--- config.mk ---
export PLATFORM = sky130hd
export DESIGN_NAME = fifo_wr_arbiter
export DESIGN_NICKNAME = d
export VERILOG_FILES = /design/src/rtl/fifo_wr_arbiter.sv
export SDC_FILE = /design/constraint.sdc
export NUM_CORES = 1
export LEC_CHECK = 0
export ABC_CLOCK_PERIOD_IN_PS = 3900
export BUFFER_PORTS_ARGS = -buffer_cell sky130_fd_sc_hd__buf_2
export CELL_PAD_IN_SITES_DETAIL_PLACEMENT = 0
export CELL_PAD_IN_SITES_GLOBAL_PLACEMENT = 1
export CORE_MARGIN = 2
export CORE_UTILIZATION = 25
export DETAILED_ROUTE_END_ITERATION = 10
export PLACE_DENSITY_LB_ADDON = 0.1
export SYNTH_ARGS = -nofsm -noshare
export SYNTH_HDL_FRONTEND = slang
export SYNTH_SLANG_ARGS = --single-unit
--- constraint.sdc ---
create_clock -name clk_i -period 3.9 [get_ports clk_i]
set_clock_uncertainty 0.2 [all_clocks]
set_input_delay 0.585 -clock clk_i [delete_from_list [all_inputs] [get_ports clk_i]]
set_output_delay 0.585 -clock clk_i [all_outputs]
set_load 0.05 [all_outputs]
--- src/rtl/fifo_wr_arbiter.sv ---
// Round-robin arbiter sharing one FIFO write port between NREQ valid/ready streams.
// A grant is locked for a burst that ends on an accepted last beat or after MAX_BURST beats.
module fifo_wr_arbiter #(
  parameter int WIDTH     = 32,
  parameter int NREQ      = 4,
  parameter int MAX_BURST = 8
) (
  input  logic                  clk_i,
  input  logic                  rst_i,
  input  logic [NREQ-1:0]       req_valid_i,
  input  logic [NREQ*WIDTH-1:0] req_data_i,
  input  logic [NREQ-1:0]       req_last_i,
  output logic [NREQ-1:0]       req_ready_o,
  output logic [NREQ-1:0]       grant_o,
  output logic                  busy_o,
  output logic [WIDTH-1:0]      fifo_wdata_o,
  output logic                  fifo_we_o,
  input  logic                  fifo_full_i
);

  localparam int IW = (NREQ > 1) ? $clog2(NREQ) : 1;
  localparam int CW = $clog2(MAX_BURST + 1);

  typedef enum logic {
    IDLE  = 1'b0,
    BURST = 1'b1
  } state_t;

  state_t          state_q, state_d;
  logic [IW-1:0]   owner_q, owner_d;
  logic [IW-1:0]   prio_ptr_q, prio_ptr_d;
  logic [CW-1:0]   beat_cnt_q, beat_cnt_d;

  logic [WIDTH-1:0] data_arr [NREQ];
  logic             owner_valid;
  logic             owner_last;
  logic             win_found;
  logic [IW-1:0]    win_idx;
  logic [CW-1:0]    beat_cnt_inc;

  assign busy_o = (state_q == BURST);

  genvar gi;
  generate
    for (gi = 0; gi < NREQ; gi++) begin : g_req
      assign data_arr[gi]    = req_data_i[gi*WIDTH +: WIDTH];
      assign grant_o[gi]     = busy_o && (owner_q == IW'(gi));
      assign req_ready_o[gi] = grant_o[gi] & ~fifo_full_i;
    end
  endgenerate

  assign owner_valid  = req_valid_i[owner_q];
  assign owner_last   = req_last_i[owner_q];
  assign fifo_we_o    = busy_o & owner_valid & ~fifo_full_i;
  assign fifo_wdata_o = busy_o ? data_arr[owner_q] : '0;
  assign beat_cnt_inc = beat_cnt_q + 1'b1;

  // Scan from farthest to nearest so the requester closest after prio_ptr wins.
  always_comb begin
    win_found = 1'b0;
    win_idx   = '0;
    for (int i = NREQ; i >= 1; i--) begin
      int sum;
      logic [IW-1:0] idx;
      sum = int'(prio_ptr_q) + i;
      if (sum >= NREQ) sum = sum - NREQ;
      idx = IW'(sum);
      if (req_valid_i[idx]) begin
        win_found = 1'b1;
        win_idx   = idx;
      end
    end
  end

  always_comb begin
    state_d    = state_q;
    owner_d    = owner_q;
    prio_ptr_d = prio_ptr_q;
    beat_cnt_d = beat_cnt_q;
    if (state_q == IDLE) begin
      if (win_found) begin
        owner_d    = win_idx;
        beat_cnt_d = '0;
        state_d    = BURST;
      end
    end else begin
      // Owner stalls and FIFO-full cycles leave the grant and count untouched.
      if (fifo_we_o) begin
        beat_cnt_d = beat_cnt_inc;
        if (owner_last || (beat_cnt_inc == CW'(MAX_BURST))) begin
          state_d    = IDLE;
          prio_ptr_d = owner_q;
        end
      end
    end
  end

  always_ff @(posedge clk_i) begin
    if (rst_i) begin
      state_q    <= IDLE;
      owner_q    <= '0;
      prio_ptr_q <= IW'(NREQ - 1);
      beat_cnt_q <= '0;
    end else begin
      state_q    <= state_d;
      owner_q    <= owner_d;
      prio_ptr_q <= prio_ptr_d;
      beat_cnt_q <= beat_cnt_d;
    end
  end

endmodule

; After elaboration in Yosys (flattened, before gate mapping)
; Index checks and enable logic that the tools add are counted.
[word_totals]
reg_bits = 9
input_bits = 139
elab_cells = 82
[op_classes]
addsub = 9
magnitude_cmp = 10
n_eq_ne = 5
n_mux = 35
bitwise_logic = 9
n_reduce_logical = 10
[op_table]
columns = op, n
row1 = 32-bit 2-to-1 mux, 3
row2 = 32-bit binary-select mux with 2-bit select, 1
row3 = 2-bit 2-to-1 mux, 8
row4 = "2-bit by 3-bit < comparator with 1-bit output, second input constant", 5
row5 = 1-bit 2-to-1 mux, 14
row6 = 1-bit binary-select mux with 2-bit select, 6
row7 = "3-bit >= comparator, second input constant", 4
row8 = 4-bit 2-to-1 mux, 3
row9 = "2-bit by 1-bit subtractor with 2-bit output, second input constant", 4
row10 = "2-bit by 2-bit adder with 3-bit output, second input constant", 2
row11 = 1-bit bitwise AND, 6
row12 = "2-bit by 3-bit adder with 4-bit output, second input constant", 1
row13 = "4-bit by 1-bit adder with 4-bit output, second input constant", 1
row14 = "2-bit equality test, second input constant", 2
row15 = "4-bit equality test, second input constant", 1
row16 = "4-bit by 3-bit >= comparator with 1-bit output, second input constant", 1
row17 = 1-bit logical AND, 4
row18 = 2-bit AND reduction, 2
row19 = "2-bit by 1-bit adder with 3-bit output, second input constant", 1
row20 = 2-bit NOT with 3-bit output, 1
row21 = 3-bit AND reduction, 1
row22 = "2-bit by 1-bit equality test with 1-bit output, second input constant", 1
row23 = 2-bit logical NOT, 1
row24 = "2-bit != test, second input constant", 1
row25 = 3 further kinds, 4

; Longest topological paths before layout
[logic_depth]
ltp_word = 11
mapped_depth = 6

; Worst setup path before layout
; No wires, ideal clock.
[synth_path]
kind = register to output
from = reg state_q, in the netlist busy_o
to = out grant_o[0]
t_arrival_ns = 2.135
required_time_ns = 3.115
path_slack_ns = 0.980
stages_incl_launch_ff = 3
path_cell_list = dfxtp_1 clkbuf_1 nor3b_1
[synth_via]
elab_chain_cells = 1
[synth_lines]
columns = element, line
row1 = start: declaration, 29  ; state_t state_q, state_d;
row2 = start signal: assignment, 105  ; state_q <= state_d;
row3 = 1-bit logical AND, 47  ; assign grant_o[gi] = busy_o && (owner_q == IW'(gi));
row4 = end: declaration, 14  ; output logic [NREQ-1:0] grant_o,
; Every way passes these cells.

; Worst setup path after layout
[layout_path]
from = reg owner_q[1]
to = out fifo_wdata_o[29]
[layout_via]
elab_chain_cells = 5
[layout_lines]
columns = element, line
row1 = start: declaration, 30  ; logic [IW-1:0] owner_q, owner_d;
row2 = start signal: assignment, 106  ; owner_q <= owner_d;
row3 = 2-bit NOT with 3-bit output (implied by the code), 55  ; assign fifo_wdata_o = busy_o ? data_arr[owner_q] : '0;
row4 = 32-bit binary-select mux with 2-bit select, 55
row5 = 32-bit 2-to-1 mux (implied by the code) (2 in series), 55
row6 = 32-bit 2-to-1 mux, 55
row7 = end: declaration, 16  ; output logic [WIDTH-1:0] fifo_wdata_o,
; Every way passes these cells. The select of a mux whose other input is x is not followed.

==> impl_results.md <==
- Result of the run: finished clean
- WL final: 6590 um
- TritonCTS clock tree: built
- Clk slew on worst S/H paths: 0.05 ns
- Number of buffers added by the clock tree synthesis step: 3
- Relative contribution of sequential cells to total power: 15.4%
- Count of H-tree levels built during CTS: 1
- Fmax: 357 MHz
- Total of endpoints with negative setup slack in the final report: 0
- Final-layout fill cell count: 667
- Unique masters post-synth: 37
- Part of the power in combinational logic: 71.5%
- Worst r2r src: owner_q[0]
- Worst setup margin: 1.10 ns
- Final sum of negative setup slack: 0 ns
- Clock sink count: 9
- Switching power: 0.417 mW
- Quantity of hold-fixing buffers added after cts: 0
- Area of the die: 7190 sq um
- DR iter-0 viols: 83
- Global-route met3 utilization: 2.46%
- Buffer levels on the longest clock path: 2
- Number of diodes: 0
- First-pass GRT wire length: 9910 um
- Dominant cell type by area after synthesis: mux4_2
- Cell-internal power: 0.404 mW
- Post-cts repair resize count: 0
- GRT overflow: 0
- Clk Latency, worst-skew pair: 0.23 ns
- Std-Cell Core Area: 6310 sq um
- Final min period: 2.80 ns
- Cell at the root of the clock tree: clkbuf_8
- Yosys warnings: 0
- Total standard cell area after synthesis: 1630 sq um
- Switching fraction of total power: 50.8%
- Count of mapped cells out of synthesis: 151
- Startpoint of the most critical setup path: owner_q[1]
- Total number of vias: 1919
- Count of final max-slew check failures: 0
- Width of the die: 84.8 um
- Post-place setup slack: 1.32 ns
- Setup crit end: fifo_wdata_o[29]
- Async set or reset register ratio after synthesis: 0%
- Area taken by flip-flops and latches: 183 sq um
- Most frequent standard cell in the layout excluding fill and tap cells: buf_2
- Number of enable flip-flop cells after synthesis: 0
- Sequential share of the synthesized area: 11.0%
- Max rail drop VDD: 0.140 mV
- GRT Util Overall: 17.2%
- Total of max-cap violations: 0
- Worst-case reg-to-reg path depth: 5
- Number of buffers inserted by port buffering: 180
- Vias in the first global route: 1802
- Area of the multi-input gates: 1330 sq um
- Number of antenna violations at the first check in global routing: 0
- GR peak layer: met2
- Die Span Y: 84.8 um
- Met1 usage in global routing: 21.9%
- Kind of capture point of the worst setup path: output port
- Tcrit/Tclk final: 71.8%
- Post-synth net total: 291
- Worst setup slack for register-to-register paths: 1.90 ns
- Final hold violation count: 0
- Area share of the largest cell type after synthesis: 45.6%
- Pin slew with the least headroom to its limit: 0.639 ns
- Synth-to-layout area growth: 59.7%
- Total number of placement rows: 29
- Leading post-synthesis cells by cell area: mux4_2, and2_1, dfxtp_1
- Endpoint required time on the critical path: 3.12 ns
- I/O pin count: 181
- Peak per-stage delay on the critical path: 0.74 ns
- Crit path launch type: flip-flop
- Fraction of power consumed by the clock network: 13.1%
- Unrepaired setup endpoints after global routing: no
- Effective utilization at floorplan: 25.8%
- Remaining DRCs: 0
- Vias per inst: 4.80
- PD cells: 315 nW/um^2
- CP arrival: 2.02 ns
- Routed WL per cell: 16.5 um
- Synthesized flop and latch total: 9
- Weighted congestion at the end of routability-driven global placement: 0.854
- RR Endpoint: prio_ptr_q[1]
- Critical path, cell by cell: buf_4 > mux4_2 > and2_1 > buf_2
- Mean instance size in the synthesized netlist: 10.8 sq um
- Max stage delay cell, worst path: dfxtp_2
- Post-detail-place hpwl: 5580 um
- Worst-path fanout max: 30
- Maximum number of pins on one net before global-route repair: 32
- Met2 demand-to-capacity share in global routing: 31.1%
- Synth Flop Type: dfxtp_1
- Fin nets: 464
- Post-CTS Setup Inserts: 0
- Number of nets with antenna violations after routing: 0
- Share of post-route cells with drive strength above 1: 69.0%
- Worst slew margin relative to its limit: 57.4%
- Hold Crit Class: flip-flop to flip-flop
- Crit Path Category: flip-flop to output port
- Most used cells in the layout excluding fill and tap cells: buf_2, mux4_2, and2_1, nor2_1, dfxtp_1
- DRT Pass-1 Iters: 4
- Leakage component of the power: 1.31 nW
## sequential cells by signal (all words and copies together) (netlist names)
| name | cells |
|---|---|
| beat_cnt_q | 4 |
| busy_o | 1 |
| owner_q | 2 |
| prio_ptr_q | 2 |
## power groups by stage
stage | registers [mW] | logic [mW] | clock network [mW]
after floorplan | 0.113 | 0.462 | 0
after global placement | 0.129 | 0.589 | 0
after detailed placement | 0.130 | 0.593 | 0
after CTS | 0.128 | 0.594 | 0.111
after global routing | 0.130 | 0.625 | 0.116
final | 0.126 | 0.587 | 0.108
## kinds of logic after synthesis
kind of cell | after synthesis | share of synthesized area (%)
DFF | 9 | 11.0
buffers and inverters | 20 | 7.59
muxes | 37 | 49.0
AOI/OAI and AO/OA | 19 | 7.52
adders and majority gates | 1 | 0.767
and+or+nand+nor | 65 | 24.1
## final cells by class
cell class	instances	area share, %
inverter	5	0.720
tap	77	3.70
sequential	9	7.01
clock buffer	4	1.73
multi-input combinational	122	50.9
timing repair buffer	183	35.9
## routing by layer
metal	part of all wire [%]	vias up	wire (um)
met5	0	-	0
met4	0.55	0	36
met3	6.0	4	397
met2	53	79	3510
met1	40	903	2650
li1	-	933	-
## worst min-delay path by stage
stage,cells after the start,from,endpoint,slack (ns)
final,2,beat_cnt_q[3],beat_cnt_q[3],0.32
after global routing,2,beat_cnt_q[3],beat_cnt_q[3],0.33
after CTS,2,beat_cnt_q[3],beat_cnt_q[3],0.32
after detailed placement,2,beat_cnt_q[3],beat_cnt_q[3],0.31
after global placement,2,beat_cnt_q[3],beat_cnt_q[3],0.32
after floorplan,2,beat_cnt_q[3],beat_cnt_q[3],0.28
## cells in the mapped netlist, types with 2 or more instances
library cell,count
nor2_1,8
nand2b_1,4
mux4_2,33
buf_2,4
nand2_1,4
clkbuf_1,7
and2_1,32
inv_1,5
nor3_1,3
nand3b_1,2
dfxtp_1,9
nor3b_1,3
o21ai_0,2
nand3_1,2
a31oi_1,3
mux2i_1,3
a21oi_1,4
o22ai_1,2
buf_12,2
and3_1,2
## critical path: cells and delay by family, from the launching register on
kind | cells | cell delay [ns]
buf+inv | 2 | 0.56
flops | 1 | 0.74
mux | 1 | 0.32
simple gates | 1 | 0.17
## metrics by stage
step | hold slack, ns | std cells | utilization [%] | power [mW] | area, sq um
final | 0.316 | 400 | 41.3 | 0.821 | 2610
after global routing | 0.334 | 400 | 41.3 | 0.870 | 2610
after CTS | 0.320 | 400 | 41.3 | 0.833 | 2610
after detailed placement | 0.313 | 396 | 40.6 | 0.722 | 2560
after global placement | 0.318 | 396 | 40.6 | 0.718 | 2560
after floorplan | 0.284 | 151 | - | 0.575 | 1630
Note: power is estimated with default switching activity, not from simulation.
